**src/rtl/output_buffer_pkg.sv**
```systemverilog
// output_buffer_pkg: shared widths, null address and drain FSM state encodings
package output_buffer_pkg;
   localparam int DATA_W    = 32;
   localparam int ADDR_W    = 4;
   localparam int NULL_ADDR = 0;
   typedef enum logic [1:0] {IDLE = 2'd0, SCAN = 2'd1, PRESENT = 2'd2, DONE = 2'd3} drain_state_t;
endpackage

```
**src/rtl/output_buffer_drain_fsm.sv**
```systemverilog
// output_buffer_drain_fsm: walks entries 1..max in order, presenting each valid one as a stream beat
module output_buffer_drain_fsm #(
   parameter int DATA_W = output_buffer_pkg::DATA_W,
   parameter int ADDR_W = output_buffer_pkg::ADDR_W
) (
   input  logic                 clk,
   input  logic                 rst,
   input  logic [2**ADDR_W-1:0] i_valid,
   input  logic [DATA_W-1:0]    i_ptr_data,
   input  logic                 i_start,
   input  logic                 i_ready,
   output logic [ADDR_W-1:0]    o_ptr,
   output logic                 o_clr,
   output logic                 o_valid,
   output logic [ADDR_W-1:0]    o_addr,
   output logic [DATA_W-1:0]    o_data,
   output logic                 o_busy,
   output logic                 o_done
);
   import output_buffer_pkg::*;
   localparam logic [ADDR_W-1:0] PTR_MAX = '1;
   drain_state_t      r_state;
   logic [ADDR_W-1:0] r_ptr;
   logic [ADDR_W-1:0] r_addr;
   logic [DATA_W-1:0] r_data;
   logic              r_valid;
   logic              r_busy;
   logic              r_done;
   always_ff @(posedge clk) begin
      if (rst) begin
         r_state <= IDLE;
         r_ptr   <= ADDR_W'(1);
         r_addr  <= '0;
         r_data  <= '0;
         r_valid <= 1'b0;
         r_busy  <= 1'b0;
         r_done  <= 1'b0;
      end else begin
         r_done <= 1'b0;
         case (r_state)
            IDLE: if (i_start) begin
               r_state <= SCAN;
               r_ptr   <= ADDR_W'(1);
               r_busy  <= 1'b1;
            end
            SCAN: if (i_valid[r_ptr]) begin
               r_state <= PRESENT;
               r_addr  <= r_ptr;
               r_data  <= i_ptr_data;
               r_valid <= 1'b1;
            end else if (r_ptr == PTR_MAX) begin
               r_state <= DONE;
               r_done  <= 1'b1;
            end else
               r_ptr <= r_ptr + 1'b1;
            PRESENT: if (i_ready) begin
               r_valid <= 1'b0;
               r_state <= (r_ptr == PTR_MAX) ? DONE : SCAN;
               r_done  <= r_ptr == PTR_MAX;
               r_ptr   <= (r_ptr == PTR_MAX) ? r_ptr : r_ptr + 1'b1;
            end
            DONE: begin
               r_state <= IDLE;
               r_busy  <= 1'b0;
            end
         endcase
      end
   end
   assign o_ptr   = r_ptr;
   assign o_clr   = (r_state == PRESENT) && i_ready;
   assign o_valid = r_valid;
   assign o_addr  = r_addr;
   assign o_data  = r_data;
   assign o_busy  = r_busy;
   assign o_done  = r_done;
endmodule

```
**src/rtl/output_buffer.sv**
```systemverilog
// output_buffer: addressed result store with a 1-cycle random read port and an in-order drain stream
module output_buffer #(
   parameter int DATA_W = output_buffer_pkg::DATA_W,
   parameter int ADDR_W = output_buffer_pkg::ADDR_W
) (
   input  logic              clk,
   input  logic              rst,
   input  logic [ADDR_W-1:0] wr_addr,
   input  logic [DATA_W-1:0] wr_data,
   input  logic              rd_req,
   input  logic [ADDR_W-1:0] rd_addr,
   output logic              rd_valid,
   output logic              rd_hit,
   output logic [DATA_W-1:0] rd_data,
   input  logic              drain_start,
   output logic              drain_valid,
   input  logic              drain_ready,
   output logic [ADDR_W-1:0] drain_addr,
   output logic [DATA_W-1:0] drain_data,
   output logic              drain_busy,
   output logic              drain_done,
   output logic [ADDR_W-1:0] occupancy
);
   import output_buffer_pkg::*;
   localparam int N = 2**ADDR_W;
   logic [DATA_W-1:0] r_mem [N];
   logic [N-1:0]      r_valid;
   logic [N-1:0]      w_set;
   logic [N-1:0]      w_clr;
   logic [N-1:0]      w_valid_nxt;
   logic [ADDR_W-1:0] r_occ;
   logic [ADDR_W-1:0] w_ptr;
   logic              w_clr_stb;
   logic              w_wr;
   logic              r_rd_valid;
   logic              r_rd_hit;
   logic [DATA_W-1:0] r_rd_data;
   assign w_wr = wr_addr != ADDR_W'(NULL_ADDR);
   // set after clear: a write landing on the drain handshake keeps the entry
   always_comb begin
      w_set          = '0;
      w_clr          = '0;
      w_set[wr_addr] = w_wr;
      w_clr[w_ptr]   = w_clr_stb;
      w_valid_nxt    = (r_valid & ~w_clr) | w_set;
   end
   always_ff @(posedge clk) begin
      if (w_wr) r_mem[wr_addr] <= wr_data;
   end
   always_ff @(posedge clk) begin
      if (rst) begin
         r_valid    <= '0;
         r_occ      <= '0;
         r_rd_valid <= 1'b0;
         r_rd_hit   <= 1'b0;
         r_rd_data  <= '0;
      end else begin
         r_valid    <= w_valid_nxt;
         r_occ      <= ADDR_W'($countones(w_valid_nxt));
         r_rd_valid <= rd_req;
         r_rd_hit   <= rd_req && r_valid[rd_addr];
         r_rd_data  <= (rd_req && r_valid[rd_addr]) ? r_mem[rd_addr] : '0;
      end
   end
   output_buffer_drain_fsm #(.DATA_W(DATA_W), .ADDR_W(ADDR_W)) u_drain (
      .clk        (clk),
      .rst        (rst),
      .i_valid    (r_valid),
      .i_ptr_data (r_mem[w_ptr]),
      .i_start    (drain_start),
      .i_ready    (drain_ready),
      .o_ptr      (w_ptr),
      .o_clr      (w_clr_stb),
      .o_valid    (drain_valid),
      .o_addr     (drain_addr),
      .o_data     (drain_data),
      .o_busy     (drain_busy),
      .o_done     (drain_done)
   );
   assign rd_valid  = r_rd_valid;
   assign rd_hit    = r_rd_hit;
   assign rd_data   = r_rd_data;
   assign occupancy = r_occ;
endmodule

```
**config.mk**
```make
export PLATFORM = sky130hd
export DESIGN_NAME = output_buffer
export DESIGN_NICKNAME = d
export VERILOG_FILES = /design/src/rtl/output_buffer_pkg.sv /design/src/rtl/output_buffer_drain_fsm.sv /design/src/rtl/output_buffer.sv
export SDC_FILE = /design/constraint.sdc
export NUM_CORES = 1
export LEC_CHECK = 0
export CORE_ASPECT_RATIO = 0.5
export CORE_MARGIN = 10
export CORE_UTILIZATION = 57
export CTS_BUF_LIST = sky130_fd_sc_hd__clkbuf_4
export CTS_CLUSTER_DIAMETER = 60
export DETAILED_ROUTE_END_ITERATION = 8
export PLACE_DENSITY = 0.79
export SYNTH_ARGS = -nofsm -noshare
export SYNTH_HDL_FRONTEND = slang
export SYNTH_SLANG_ARGS = --single-unit
```
**constraint.sdc**
```tcl
create_clock -name clk -period 7.3 [get_ports clk]
set_input_delay 1.825 -clock clk [delete_from_list [all_inputs] [get_ports clk]]
set_output_delay 1.825 -clock clk [all_outputs]
set_load 0.02 [all_outputs]
```
==> metrics.csv <==
metric,value,unit
status,finished clean,
peakVddDrop,0.1497,mV
port_buffers,121,
clock_power_share,0.333,
hold_viol_final,0,
cp.arrival,6.21,ns
dp_slack,0.9872,ns
cts-root-buf,clkbuf_4,
row_count,55,
grt_pass1_wl,100.2,mm
synth.most_common_cell,edfxtp_1,
htree_levels,4,
cts_tree,built,
worstReg2RegStart,u_drain.o_ptr[2]$_SDFFE_PP0P_,
p_sw,2.111,mW
min_period_over_period,0.7566,
max_cap_viol_count,0,
clock-sinks,579,
drt_first_pass_iters,5,
p_per_area,270.6,nW/um^2
power.share.combinational,0.188,
ys_seq_area_frac,0.6322,
die_w,321.7,um
post-cts-setup-buffers,0,
startpoint_type,input pin,
hp-class,register to register,
finalWorstSetupSlack,1.777,ns
wire_per_inst,29.56,um
worst_slew_pin_slew,1.182,ns
tns,0,ns
cts_buffers,132,
setup.worst_path.start,drain_ready,
drtAntennaViolNets,0,
switching_share,0.2637,
cp-end-kind,register,
grt.total_usage,0.2478,
antenna_found_initial,3,
synth_ff_type,edfxtp_1,
syn_nets,1464,
clk_pin_slew_worst_paths,0.07,ns
drtIter0Drc,2007,
clk_latency,0.84,ns
synth-edff-count,480,
syn_to_final_growth,14.04,%
ctsLongestPathBuffers,3,
die_h,170.8,um
dp.cells,2048,
dp.final_hpwl,35.83,mm
crit_type,input pin to register,
coreArea,45070,sq um
place_congestion,0.8094,
hold_slack,0.4584,ns
setup_viol_count_final,0,
grt-ovfl-total,0,
yosysUniqueCellTypes,43,
synth_top_area_share,0.5558,
slew_violations,0,
avgViaCountPerCell,6.660,
ios,122,
clock.fmax,181.0,MHz
p_leak,9.688,nW
syn_area_per_cell,18.58,sq um
num_vias,15210,
nNetsFinal,1652,
netlist_area,25930,sq um
reg2reg_depth,14,
seqPwrFrac,0.479,
yosysWarnings,0,
start_util,0.5754,
synth_area_leader_cell,edfxtp_1,
final_cell_count_no_fill,2284,
dpl_cell_area,27820,sq um
fin_crit,5.523,ns
synth_area_leaders,"edfxtp_1, mux4_2, dfxtp_1",
synth_seq_cells,579,
clock_skew,0.05242,ns
post_cts_resized,0,
reg2reg_to,occupancy[2]$_SDFF_PP0_,
grt_max_degree,103,
fin_area,29580,sq um
routed_wl,67.51,mm
worst_ep_required_time,7.98,ns
crit_fanout,8,
cts_hold_buf,0,
relSlewSlack,0.2117,
drive_gt1_frac,0.3474,
synthArstFlopShare,0,
drc,0,
internal-power,5.894,mW
syn_inst,1396,
r2r_slack,2.02,ns
rsz0062_at_grt,false,
dieArea,54950,sq um
grt_pass1_vias,16120,
crit_end,occupancy[2]$_SDFF_PP0_,
synthTopCellsByCount,"edfxtp_1, mux4_2, dfxtp_1",
-- cells by family after synthesis --
family,Yosys count,synth area share
AND/OR/NAND/NOR,228,0.04096
buffers and inverters,122,0.02007
multiplexers,332,0.2581
XOR/XNOR,2,0.0006755
AO/OA/AOI/OAI,110,0.03401
adder cells (fa/ha/maj),23,0.01399
flip-flops,579,0.6322
-- area by class of cell --
type	instances	area [sq um]
Clock inverter	24	176.4
Fill cell	2944	15500
Inverter	21	78.83
Multi-Input combinational cell	695	9121
Sequential cell	579	16410
Tap cell	598	748.2
Clock buffer	210	1577
Timing Repair Buffer	155	1463
Antenna cell	2	5.005
-- worst min path at each step --
stage / start / to / slack, ns / cells after the start
after floorplan: u_drain.r_state[1]$_SDFFE_PP0P_ / u_drain.r_state[1]$_SDFFE_PP0P_ / 0.50 / 2
after global placement: u_drain.o_addr[1]$_SDFFE_PP0P_ / u_drain.o_addr[1]$_SDFFE_PP0P_ / 0.45 / 2
after detailed placement: u_drain.o_addr[0]$_SDFFE_PP0P_ / u_drain.o_addr[0]$_SDFFE_PP0P_ / 0.46 / 2
after CTS: u_drain.o_addr[0]$_SDFFE_PP0P_ / u_drain.o_addr[0]$_SDFFE_PP0P_ / 0.47 / 2
after global routing: u_drain.o_addr[1]$_SDFFE_PP0P_ / u_drain.o_addr[1]$_SDFFE_PP0P_ / 0.48 / 2
final: u_drain.o_addr[1]$_SDFFE_PP0P_ / u_drain.o_addr[1]$_SDFFE_PP0P_ / 0.46 / 2
-- cells in the final DEF, fill, tap and decap left out, types with 2 or more instances in the layout --
cell and instances:
edfxtp_1 480, mux4_2 266, clkbuf_4 210, clkdlybuf4s50_1 116, dfxtp_1 96, nor2_1 84
nor2b_1 40, nor3_1 34, mux2_2 34, buf_4 34, nand2_1 33, mux2i_1 32
o2bb2ai_1 32, a22o_1 31, inv_1 19, a21oi_1 17, clkinv_1 14, ha_1 13
fa_1 10, nor2_4 9, inv_2 7, a21o_1 7, nand2b_1 6, nor3_2 6
nand3_1 6, o21ai_0 5, a311o_1 4, and3_1 3, o31ai_1 3, bufinv_16 3
buf_2 3, dfxtp_4 3, diode_2 2, nor2b_2 2, and2_1 2, xor2_1 2
o41ai_2 2, clkinvlp_4 2
-- metal layers --
metal	GRT usage	vias to the layer above	part of all wire
met4	0.08501	0	0.026
met3	0.06308	149	0.11
met1	0.3172	7849	0.37
met5	0	-	0
li1	-	6222	-
met2	0.4122	992	0.50
-- through the flow --
step / utilization / power (mW)
global placement: 0.6172 / 5.354
finish: 0.6562 / 8.005
floorplan: - / 4.983
detailed placement: 0.6172 / 5.412
global route: 0.6561 / 8.350
CTS: 0.6560 / 8.057
-- worst max-delay path: stages --
cell and delay (ns):
clkdlybuf4s50_1 0.68, nand2_1 0.16, nor2_1 0.26, nand2_1 0.10, a21o_1 0.22, fa_1 0.55, inv_1 0.06, fa_1 0.48
fa_1 0.53, fa_1 0.43, inv_1 0.07, ha_1 0.16, inv_1 0.06, fa_1 0.42, xor2_1 0.14, nor2_1 0.05
-- registers in the layout (all words and copies together) (netlist names), 2 cells and up --
| name | flops |
|---|---|
| u_drain.r_state | 2 |
| rd_data | 32 |
| u_drain.o_data | 32 |
| r_mem | 480 |
| occupancy | 4 |
| u_drain.o_ptr | 4 |
| u_drain.o_addr | 4 |
| r_valid | 16 |
-- power by group through the flow --
stage,Combinational (mW),Sequential [mW],Clock (mW)
5_1_grt,1.60,3.85,2.90
2_1_floorplan,1.15,3.84,0
3_3_place_gp,1.46,3.90,0
4_1_cts,1.50,3.84,2.71
6_report,1.50,3.84,2.67
3_5_place_dp,1.50,3.91,0
(Power assumes the default switching activity.)
